### config.mk
export PLATFORM = sky130hd
export DESIGN_NAME = imem_wb_loader
export DESIGN_NICKNAME = d
export VERILOG_FILES = /design/src/rtl/imem_wb_loader.sv
export SDC_FILE = /design/constraint.sdc
export NUM_CORES = 1
export LEC_CHECK = 0
export CELL_PAD_IN_SITES_DETAIL_PLACEMENT = 1
export CELL_PAD_IN_SITES_GLOBAL_PLACEMENT = 2
export CORE_MARGIN = 1.5
export CORE_UTILIZATION = 19
export CTS_CLUSTER_DIAMETER = 100
export DETAILED_ROUTE_END_ITERATION = 16
export GPL_ROUTABILITY_DRIVEN = 0
export GPL_TIMING_DRIVEN = 1
export PLACE_DENSITY = 0.82
export SYNTH_ARGS = -nofsm -noshare
export SYNTH_HDL_FRONTEND = slang
export SYNTH_SLANG_ARGS = --single-unit
### constraint.sdc
create_clock -name wb_clk_i -period 2.2 [get_ports wb_clk_i]
set_input_delay 0.44 -clock wb_clk_i [delete_from_list [all_inputs] [get_ports wb_clk_i]]
set_output_delay 0.44 -clock wb_clk_i [all_outputs]
set_load 0.1 [all_outputs]
### src/rtl/imem_wb_loader.sv
// Wishbone slave that loads (and, with IMEM_READBACK_EN defined, reads back) the
// SLRV instruction SRAM through port 0 and owns the core reset/fetch-enable controls.
module imem_wb_loader #(
    parameter logic [31:0] BASE_ADDR = 32'h3000_0000,
    parameter int          ADDR_W    = 9,
    parameter int          READ_WAIT = 1
) (
    input  logic              wb_clk_i,
    input  logic              wb_rst_i,
    input  logic              wbs_cyc_i,
    input  logic              wbs_stb_i,
    input  logic              wbs_we_i,
    input  logic [3:0]        wbs_sel_i,
    input  logic [31:0]       wbs_adr_i,
    input  logic [31:0]       wbs_dat_i,
    output logic              wbs_ack_o,
    output logic [31:0]       wbs_dat_o,
    output logic              sram_csb0,
    output logic              sram_web0,
    output logic [3:0]        sram_wmask0,
    output logic [ADDR_W-1:0] sram_addr0,
    output logic [31:0]       sram_din0,
    input  logic [31:0]       sram_dout0,
    output logic              core_reset,
    output logic              core_imem_en
);

    // Handshake: a request is cyc&stb seen in IDLE; ack is a one-cycle pulse with
    // dat_o valid only while ack is high; the master holds the request until ack.
    if (READ_WAIT < 1 || READ_WAIT > 3) begin : gReadWaitRange
        $error("READ_WAIT must be in 1..3");
    end

`ifdef IMEM_READBACK_EN
    typedef enum logic [2:0] {IDLE, WR, RD, RWAIT, ACK} stateT;
    logic [1:0] waitCnt;
`else
    typedef enum logic [2:0] {IDLE, WR, ACK} stateT;
    logic [31:0] unusedDout;
    assign unusedDout = sram_dout0;
`endif

    stateT       state;
    logic [2:0]  ctrl;
    logic [15:0] wordCount;
    logic        dropFlag;
    logic [31:0] offset;
    logic        request;
    logic        inWindow;
    logic        isCtrl;
    logic        isStatus;
    logic [31:0] statusVal;

    assign offset    = wbs_adr_i - BASE_ADDR;
    assign request   = wbs_cyc_i & wbs_stb_i;
    assign inWindow  = (offset >> (ADDR_W + 2)) == 32'd0;
    assign isCtrl    = offset == 32'h0000_1000;
    assign isStatus  = offset == 32'h0000_1004;
    assign statusVal = {15'd0, dropFlag, wordCount};

    assign core_reset   = ctrl[0];
    assign core_imem_en = ctrl[1];

    always_ff @(posedge wb_clk_i) begin
        if (wb_rst_i) begin
            state       <= IDLE;
            ctrl        <= 3'b101;
            wordCount   <= 16'd0;
            dropFlag    <= 1'b0;
            wbs_ack_o   <= 1'b0;
            wbs_dat_o   <= 32'd0;
            sram_csb0   <= 1'b1;
            sram_web0   <= 1'b1;
            sram_wmask0 <= 4'd0;
            sram_addr0  <= '0;
            sram_din0   <= 32'd0;
`ifdef IMEM_READBACK_EN
            waitCnt     <= 2'd0;
`endif
        end else begin
            case (state)
                IDLE: begin
                    if (request) begin
                        if (inWindow) begin
                            if (wbs_we_i) begin
                                if (ctrl[2]) begin
                                    state       <= WR;
                                    sram_csb0   <= 1'b0;
                                    sram_web0   <= 1'b0;
                                    sram_wmask0 <= wbs_sel_i;
                                    sram_addr0  <= offset[ADDR_W+1:2];
                                    sram_din0   <= wbs_dat_i;
                                end else begin
                                    // Loading is locked out: acknowledge but remember the loss.
                                    dropFlag  <= 1'b1;
                                    state     <= ACK;
                                    wbs_ack_o <= 1'b1;
                                    wbs_dat_o <= 32'd0;
                                end
                            end else begin
`ifdef IMEM_READBACK_EN
                                state      <= RD;
                                sram_csb0  <= 1'b0;
                                sram_web0  <= 1'b1;
                                sram_addr0 <= offset[ADDR_W+1:2];
`else
                                state     <= ACK;
                                wbs_ack_o <= 1'b1;
                                wbs_dat_o <= 32'd0;
`endif
                            end
                        end else if (isCtrl) begin
                            if (wbs_we_i) begin
                                ctrl <= wbs_dat_i[2:0];
                            end
                            wbs_dat_o <= wbs_we_i ? 32'd0 : {29'd0, ctrl};
                            wbs_ack_o <= 1'b1;
                            state     <= ACK;
                        end else if (isStatus) begin
                            if (wbs_we_i) begin
                                wordCount <= 16'd0;
                                dropFlag  <= 1'b0;
                            end
                            wbs_dat_o <= wbs_we_i ? 32'd0 : statusVal;
                            wbs_ack_o <= 1'b1;
                            state     <= ACK;
                        end
                    end
                end
                WR: begin
                    sram_csb0   <= 1'b1;
                    sram_web0   <= 1'b1;
                    sram_wmask0 <= 4'd0;
                    wordCount   <= wordCount + 16'd1;
                    if (wbs_cyc_i) begin
                        state     <= ACK;
                        wbs_ack_o <= 1'b1;
                        wbs_dat_o <= 32'd0;
                    end else begin
                        state <= IDLE;
                    end
                end
`ifdef IMEM_READBACK_EN
                RD: begin
                    sram_csb0 <= 1'b1;
                    sram_web0 <= 1'b1;
                    waitCnt   <= 2'(READ_WAIT - 1);
                    state     <= wbs_cyc_i ? RWAIT : IDLE;
                end
                RWAIT: begin
                    if (!wbs_cyc_i) begin
                        state <= IDLE;
                    end else if (waitCnt == 2'd0) begin
                        wbs_dat_o <= sram_dout0;
                        wbs_ack_o <= 1'b1;
                        state     <= ACK;
                    end else begin
                        waitCnt <= waitCnt - 2'd1;
                    end
                end
`endif
                ACK: begin
                    wbs_ack_o <= 1'b0;
                    wbs_dat_o <= 32'd0;
                    state     <= IDLE;
                end
                default: state <= IDLE;
            endcase
        end
    end

endmodule
After elaboration in Yosys (flattened, before gate mapping)
Index checks and enable logic that the tools add are counted.
Widths: inputs -> output; s select.
Operators by class
  $add $sub $neg: 2
  multipliers: 0
  divide/modulo/power cells: 0
  order comparisons: 0
  equal/unequal tests: 18
  shift-type cells: 0
  multiplexer cells: 47
  bitwise logic cells: 2
  reductions and logical operators: 12
Operators by type and width (count)
  $mux 32: 7
  $pmux 32 s3: 1
  $mux 16: 5
  $eq 32x13->1 const B: 2
  $logic_not 32->1: 1
  $pmux 16 s2: 1
  $sub 32x30->32 const B: 1
  $ne 2x2->1 const B: 11
  $reduce_and 5->1: 4
  $mux 3: 6
  $mux 17: 1
  $add 16x1->16 const B: 1
  $mux 1: 16
  $mux 4: 4
  $ne 4x4->1 const B: 2
  $pmux 4 s2: 1
  $reduce_and 7->1: 1
  $pmux 3 s2: 1
  $reduce_and 6->1: 1
  $mux 2: 2
  $reduce_bool 2->1: 2
  $eq 3x1->1 const B: 1
  $eq 3x2->1 const B: 1
  $logic_not 3->1: 1
  7 further kinds: 7
Word-level totals
  register bits after elaboration: 102
  bits in latches: 0
  memory bits (writable): 0
  ROM bits: 0
  word-level logic and storage cells: 91
  memories: 0

Logic depth before layout (Yosys ltp)
Gate-level depths: netlist of run 1.
  word-level depth: 7
  gate-level depth with buffers: 9

Least setup slack after synthesis of run 1
Ideal clock, no wire load.
  kind: in2reg
  from: in wbs_adr_i[28]
  to: reg sram_wmask0[2]
  data arrival time: 2.046 ns
  required time: 2.072 ns
  setup slack: 0.027 ns
  stages: 8
  buffers on the path: 1
  cells stage by stage: ha_1 > nor3b_1 > nand3_1 > a211o_1 > clkbuf_1 > mux2_2 > a22oi_1 > nor2_1
On the way
  word-level cells in the longest chain between the ends: 4
Ends and longest elaborated chain
  start: declaration: line 14  | input logic [31:0] wbs_adr_i,
  $sub 32x30->32: line 54  | assign offset = wbs_adr_i - BASE_ADDR;
  $logic_not 32->1: line 56  | assign inWindow = (offset >> (ADDR_W + 2)) == 32'd0;
  $ne 2x2->1 (no source line)
  $reduce_and 5->1 (no source line)
  end signal: assignment: line 90  | sram_wmask0 <= wbs_sel_i;
  end: declaration: line 20  | output logic [3:0] sram_wmask0,
No other way between the ends.
A chain may end at the register's enable or synchronous reset.

Worst setup path in the final report of run 1
  from: in wbs_adr_i[5]
  to: reg wordCount[6]
On the way
  word-level cells in the longest chain between the ends: 4
  elaborated cells on any way between the ends: 8
  classes of those cells: add/sub (1); eq/ne (5); reduce/logical (2)
Ends and longest elaborated chain
  $sub 32x30->32 (*): line 54
  $eq 32x13->1 (tied with other cells): line 58  | assign isStatus = offset == 32'h0000_1004;
  $ne 2x2->1 (no source line)
  $reduce_and 6->1 (no source line) (*)
  end signal: assignment: line 134  | wordCount <= wordCount + 16'd1;
  end: declaration: line 45  | logic [15:0] wordCount;
Mark *: on every way between the ends. The rest lies on a longest branch, timed or not.

==> flow_metrics.py, run 1 <==
metrics = {
    "status": {
        "outcome": "finished clean",
    },
    "route": {
        "via_per_inst": 4.26,
        "drcViolationCount": 0,
        "dr.pass1.iters": 4,
        "first_iter_violations": 84,
        "num_vias": 3766,
        "postRouteAntennaNets": 0,
        "wl_per_cell_microns": 14.9,
        "wl_mm": 13.2,
    },
    "pwr": {
        "p_leak_uw": 0.00242,
        "vdd_drop_max_v": 0.000345,
        "powerDensity_nw_per_um2": 547,
        "fin_total_pwr_uw": 3330,
    },
    "hold_path": {
        "hold_class": "in2reg",
    },
    "worst_setup_path": {
        "crit_fanout": 8,
        "arrival_ns": 2.40,
        "crit_path_start_kind": "input port",
        "cp-end-kind": "flop",
        "path_class": "in2reg",
        "required_ns": 2.48,
    },
    "sta": {
        "slew_headroom_pct": 64.9,
        "clock_skew_ns": 0.00439,
        "max_freq_mhz": 470,
        "fin_crit_sh_pct": 96.7,
        "setup_viol_count_final": 0,
        "timing.hold.ws_ns": 0.399,
        "worst_pin_slew_ns": 0.523,
        "drv_slew": 0,
        "hold_viol": 0,
        "fin_crit_ns": 2.13,
    },
    "synthesis": {
        "synth_cell_types": 46,
        "yosysSeqAreaShare_pct": 46.9,
        "synth_top_area_share_pct": 46.9,
        "ys.warnings.count": 0,
        "synth_most_common_cell": "nand2_1",
        "yosysTopAreaCell": "dfxtp_1",
        "syn_area_sq_um": 3670,
        "ys_seq_elements": 86,
        "async_flop_share_pct": 0,
        "synth.area.top_cells": "dfxtp_1 47%, nand2_1 9.9%, a21oi_1 8.5%",
        "synth_flop_cell": "dfxtp_1",
        "synth-edff-count": 0,
        "syn_inst": 432,
        "yosys-top-cells-count": "97 x nand2_1, 86 x dfxtp_1, 62 x a21oi_1",
        "avgSynthCellArea_sq_um": 8.49,
    },
    "clock_network": {
        "hold_buffers": 0,
        "insertion_delay_ns": 0.34,
        "cts_tree": "yes",
        "clkSlewWorstSetupHoldPaths_ns": 0.06,
        "cts_buffer_depth": 2,
        "clockRootBuffer": "clkbuf_16",
        "cts_made_buffers": 9,
        "cts_max_level": 3,
        "cts.sinks": 86,
    },
    "floorplanning": {
        "start_util_pct": 19.5,
        "die_w_microns": 142,
        "io_pins": 187,
        "die_h_microns": 142,
        "rows": 50,
        "fp.dieArea_sq_um": 20200,
        "core-area_sq_um": 18800,
    },
    "global_routing": {
        "busiest_layer": "met2",
        "grt_usage_pct": 12.6,
        "grt_util_met3_pct": 4.00,
        "grt_pass1_wl_mm": 19.8,
        "grt_overflow_total": 0,
        "globalRouteMet1Util_pct": 14.8,
        "grt_pass1_vias": 3908,
        "grt_start_max_net_pins": 30,
        "grt.met2_usage_pct": 21.3,
        "antenna_found_initial": 0,
    },
    "layout": {
        "synthToLayoutAreaGrowth_pct": 66.0,
        "drive_gt1_share_pct": 29.6,
        "regArea_sq_um": 1720,
        "layout.nets": 731,
        "multi_input_area_sq_um": 1980,
        "num-fill-cells": 2190,
        "insertedDiodeCount": 0,
    },
    "placement": {
        "hpwlAfterDp_mm": 9.53,
        "port_buffers": 139,
    },
    "job": {
        "cap_violations": 0,
    },
}
## metrics by stage
| stage | TNS, ns | utilization [%] | setup WS (ns) | cell area [sq um] | cells |
|---|---|---|---|---|---|
| 2_1_floorplan | 0 | - | 0.0269 | 3720 | 446 |
| 3_3_place_gp | -40.78 | 28.8 | -0.672 | 5420 | 851 |
| 3_5_place_dp | -47.11 | 28.8 | -0.770 | 5420 | 851 |
| 4_1_cts | 0 | 31.3 | 0.00266 | 5890 | 873 |
| 5_1_grt | -0.455 | 32.3 | -0.0496 | 6090 | 884 |
| 6_report | 0 | 32.3 | 0.0722 | 6090 | 884 |
## report_power, final
| group | internal [uW] | switching (uW) | leakage, uW |
|---|---|---|---|
| Clock | 795 | 621 | 0.000126 |
| Combinational | 152 | 209 | 0.00160 |
| Sequential | 1560 | 0.000459 | 0.000693 |
## cells in the final DEF (no fill, tap or decap), types with 3 or more instances in the layout
cell type	synthesis	routed
a22oi_1	3	3
clkbuf_2	0	3
clkdlybuf4s50_1	0	43
mux2_2	3	3
buf_6	0	8
and3_1	4	3
or3_1	11	11
clkbuf_16	0	9
a22o_1	15	15
nand3_1	12	11
inv_1	6	5
dlygate4sd2_1	0	9
o2bb2ai_1	3	3
ha_1	7	5
o21ai_1	0	4
o21ai_0	14	10
nand2_1	97	95
nor4_4	0	3
dfxtp_1	86	85
buf_4	16	113
mux2i_1	5	5
clkbuf_1	13	3
buf_12	0	4
nor2_1	18	15
a21oi_2	0	4
dlymetal6s2s_1	0	11
nor4_2	0	3
nand4_1	4	4
a21oi_1	62	58
conb_1	1	15
clkdlybuf4s15_1	0	5
## state kept, by name, indices dropped and copies added (netlist names)
name,count
sram_wmask0,4
sram_din0,32
sram_web0,1
ctrl,3
wordCount,16
wbs_ack_o,1
state,2
wbs_dat_o,17
dropFlag,1
sram_addr0,9
## kinds of logic after synthesis
| group | share of synthesized area, % |
|---|---|
| other | 0.102 |
| adder cells (fa/ha/maj) | 2.39 |
| AND/OR/NAND/NOR | 21.6 |
| AO/OA/AOI/OAI | 20.0 |
| XOR/XNOR | 0.478 |
| flip-flops | 46.9 |
| buffers and inverters | 6.31 |
| multiplexers | 2.29 |
## per-layer routing
layer / share of wire (%) / wire length [microns]
met5: 0 / 0
met4: 1.4 / 180
met3: 6.7 / 891
met2: 49 / 6460
met1: 43 / 5680
## path summary, 6_finish.rpt
| check | slack (ns) | end | startpoint | depth (start not counted) |
|---|---|---|---|---|
| max | 0.07 | wordCount[6]$_SDFFE_PP0P_ | wbs_adr_i[5] | 9 |
| min | 0.40 | sram_addr0[5]$_SDFFE_PP0P_ | wbs_adr_i[7] | 3 |
| max reg2reg | 0.14 | wordCount[6]$_SDFFE_PP0P_ | state[0]$_SDFFE_PP0P_ | 8 |
| min reg2reg | 0.45 | sram_din0[0]$_SDFFE_PP0P_ | sram_din0[0]$_SDFFE_PP0P_ | 2 |
## cell type report
class                   count  area share (%)
well taps                 260            5.34
clock inverters             3           0.329
multi-input cells         318            32.6
clock buffers              13            4.11
inverters                   6           0.370
repair buffers            198            29.0
flip-flops and latches     86            28.3
## worst max-delay path, cell delays in order
cell and delay [ns]:
clkdlybuf4s50_1 0.43, nor4_2 0.25, buf_4 0.16, nand3_2 0.11, nor2_4 0.13, buf_6 0.14
a41oi_4 0.20, or3_1 0.39, a21oi_1 0.13
## what timing repair did
action,in CTS,in global routing
gates cloned,1,1
pin swaps,20,18
endpoints found under the setup margin,82,69
hold endpoints to repair,0,0
gates resized for setup,54,42
buffers inserted,5,10
No activity file was read; power rests on OpenSTA's default activity.
==> run 2: changes to the inputs <==
--- a/config.mk
+++ b/config.mk
@@ -14,6 +14,7 @@
 export GPL_ROUTABILITY_DRIVEN = 0
 export GPL_TIMING_DRIVEN = 1
 export PLACE_DENSITY = 0.82
+export SLEW_MARGIN = 10
 export SYNTH_ARGS = -nofsm -noshare
 export SYNTH_HDL_FRONTEND = slang
 export SYNTH_SLANG_ARGS = --single-unit
==> results of run 2 <==
Same layout as run 1: the final DEF is identical, and so are final timing and power.
==> run 3: changes to the inputs <==
--- a/config.mk
+++ b/config.mk
@@ -5,6 +5,7 @@
 export SDC_FILE = /design/constraint.sdc
 export NUM_CORES = 1
 export LEC_CHECK = 0
+export ABC_AREA = 1
 export CELL_PAD_IN_SITES_DETAIL_PLACEMENT = 1
 export CELL_PAD_IN_SITES_GLOBAL_PLACEMENT = 2
 export CORE_MARGIN = 1.5
==> run 3 against run 2 <==
Compared with the run above: the flow now finishes with violations (design-rule violations); synthesized area up 17%; global-route usage hardly changed; non-clock buffer count grew 2; clock-buffer cell count fell by 3; clock power increased by 15%; wire length is 9.3% higher; highest routed layer unchanged.
==> flow_metrics.py, run 3 <==
metrics = {
    "status": {
        "outcome": "finished with violations",
        "violations": "design-rule violations",
    },
    "worst_setup_path": {
        "crit_chain": "clkdlybuf4s50_1 > nor2_2 > nand2_2 > nor2_4 > buf_4 > nand2_2 > nor2_4 > nand2_2 > nand2_2 > nor2_1 > nor2_2 > buf_4 > buf_12 > nand3_1 > nand2_1 > nor2_1",
        "crit_fanout": 5,
        "path_class": "in2reg",
        "cp-end-kind": "flop",
        "crit_start": "wbs_adr_i[21]",
        "cpMostUsedCell": "nand2_2",
        "max_stage_delay_ns": 0.42,
        "required_ns": 2.45,
        "r2r_start": "state[0]$_SDFFE_PP0P_",
        "rrSetupSlack_ns": 0.26,
        "slowest_stage": "clkdlybuf4s50_1",
        "timing.rr.end": "wordCount[1]$_SDFFE_PP0P_",
        "reg2reg_depth": 12,
        "crit_path_start_kind": "input port",
        "arrival_ns": 2.36,
        "cp-endpoint": "wbs_dat_o[5]$_SDFFE_PP0P_",
    },
    "synthesis": {
        "yosys-top-cells-count": "174 x nor2_1, 120 x nand2_1, 86 x dfxtp_1",
        "avgSynthCellArea_sq_um": 6.62,
        "synth.area.top_cells": "dfxtp_1 40%, nor2_1 15%, nand2_1 10%",
        "ys_seq_elements": 86,
        "synth_flop_cell": "dfxtp_1",
        "ys.warnings.count": 0,
        "synth-edff-count": 0,
        "yosysTopAreaCell": "dfxtp_1",
        "syn_inst": 648,
        "synth_top_area_share_pct": 40.1,
        "synth_most_common_cell": "nor2_1",
        "synth_cell_types": 28,
        "syn_area_sq_um": 4290,
        "yosysSeqAreaShare_pct": 40.1,
        "async_flop_share_pct": 0,
    },
    "layout": {
        "regArea_sq_um": 1720,
        "final_area_sq_um": 6610,
        "drive_gt1_share_pct": 21.8,
        "insertedDiodeCount": 0,
        "final_common_cell": "nor2_1",
        "top_regs": "sram_din0 (32), wbs_dat_o (17), wordCount (16)",
        "largest_reg_flops": 32,
        "final_core_util_pct": 30.1,
        "final_cells": 1115,
        "regMostFlops": "sram_din0",
        "synthToLayoutAreaGrowth_pct": 54.1,
        "num-fill-cells": 2736,
        "multi_input_area_sq_um": 2200,
        "layout.nets": 942,
        "final_cell_mix": "163 x nor2_1, 117 x buf_4, 113 x nand2_1",
    },
    "sta": {
        "fin_crit_ns": 2.11,
        "setup_viol_count_final": 0,
        "max_freq_mhz": 473,
        "fin_crit_sh_pct": 96.1,
        "clock_skew_ns": 0.00928,
        "rsz0062_at_grt": "yes",
        "fin_tns_setup_ns": 0,
        "hold_viol": 0,
        "drv_slew": 0,
        "timing.hold.ws_ns": 0.472,
    },
    "pwr": {
        "powerDensity_nw_per_um2": 539,
        "vdd_drop_max_v": 0.000369,
        "p_leak_uw": 0.00295,
    },
    "global_routing": {
        "grt_pass1_vias": 4815,
        "grt_start_max_net_pins": 32,
        "antenna_found_initial": 0,
        "grt_overflow_total": 0,
        "grt_usage_pct": 12.6,
        "grt_pass1_wl_mm": 23.8,
    },
    "floorplanning": {
        "core-area_sq_um": 22000,
        "start_util_pct": 19.5,
        "rows": 54,
        "io_pins": 187,
        "die_h_microns": 153,
        "die_w_microns": 153,
        "fp.dieArea_sq_um": 23500,
    },
    "clock_network": {
        "cts_buffer_depth": 2,
        "insertion_delay_ns": 0.35,
        "cts.sinks": 86,
        "clockRootBuffer": "clkbuf_16",
        "cts_made_buffers": 9,
        "cts_tree": "yes",
        "cts_max_level": 3,
        "hold_buffers": 0,
        "clkSlewWorstSetupHoldPaths_ns": 0.07,
    },
    "job": {
        "cap_violations": 0,
    },
    "placement": {
        "place_area_sq_um": 6150,
        "port_buffers": 139,
        "hpwlAfterDp_mm": 11.0,
        "dp.cells": 1092,
    },
    "route": {
        "first_iter_violations": 101,
        "via_per_inst": 4.12,
        "wl_per_cell_microns": 13.0,
        "wl_mm": 14.4,
        "dr.pass1.iters": 10,
        "num_vias": 4594,
        "postRouteAntennaNets": 0,
        "drcViolationCount": 4,
    },
    "hold_path": {
        "hold-path-cell-count": 2,
        "hold_class": "reg2reg",
    },
}
-- run 3: how the worst min path moves through the flow --
stage,start,end
2_1_floorplan,dropFlag$_SDFFE_PP0P_,dropFlag$_SDFFE_PP0P_
3_3_place_gp,sram_wmask0[3]$_SDFFE_PP0P_,sram_wmask0[3]$_SDFFE_PP0P_
3_5_place_dp,sram_wmask0[3]$_SDFFE_PP0P_,sram_wmask0[3]$_SDFFE_PP0P_
4_1_cts,sram_wmask0[3]$_SDFFE_PP0P_,sram_wmask0[3]$_SDFFE_PP0P_
5_1_grt,wbs_dat_o[12]$_SDFFE_PP0P_,wbs_dat_o[12]$_SDFFE_PP0P_
6_report,sram_wmask0[3]$_SDFFE_PP0P_,sram_wmask0[3]$_SDFFE_PP0P_
-- run 3: what timing repair did --
item	4_1_cts	5_1_grt
setup buffers	4	2
setup endpoints to repair	16	41
cloned	1	0
pin swaps	3	9
gates resized for setup	8	24
-- run 3: final cells by class --
cell class | count | share of cell area, %
Multi-Input combinational cell | 474 | 33.2
Timing Repair Buffer | 200 | 27.4
Sequential cell | 86 | 26.0
Tap cell | 280 | 5.30
Clock buffer | 10 | 3.46
Inverter | 59 | 3.42
Clock inverter | 6 | 1.17
-- run 3: per-stage QoR --
| step | setup WS [ns] | total power (uW) |
|---|---|---|
| 2_1_floorplan | 0.299 | 1790 |
| 3_3_place_gp | -0.452 | 1960 |
| 3_5_place_dp | -0.451 | 1970 |
| 4_1_cts | 0.00943 | 3630 |
| 5_1_grt | -0.0476 | 3710 |
| 6_report | 0.0854 | 3560 |
-- run 3: kinds of logic (layout without fill, tap and decap cells) --
kind of cell / Yosys count / count (layout) / share of synthesized area, %
adders and majority gates: 7 / 7 / 2.04
buffers and inverters: 102 / 275 / 11.5
DFF: 86 / 86 / 40.1
other: 1 / 15 / 0.0874
AOI/OAI and AO/OA: 78 / 78 / 9.22
and+or+nand+nor: 364 / 364 / 35.0
xor gates and xnor gates: 10 / 10 / 2.04
-- run 3: routing by layer --
layer	routed length (microns)	global-route usage (%)	part of all wire (%)
met1	6330	14.4	44
met5	0	0	0
met3	1090	4.79	7.6
met4	217	3.78	1.5
met2	6800	21.7	47
-- run 3: power by group --
| part | switching, uW | leakage, uW | internal, uW |
|---|---|---|---|
| registers | 0.000173 | 0.000692 | 1560 |
| logic | 217 | 0.00211 | 162 |
| clock network | 721 | 0.000148 | 906 |
-- run 3: critical path, delay by kind of cell --
family | cells | cell delay, ns
buffers and inverters | 4 | 0.78
AND/OR/NAND/NOR | 12 | 1.14
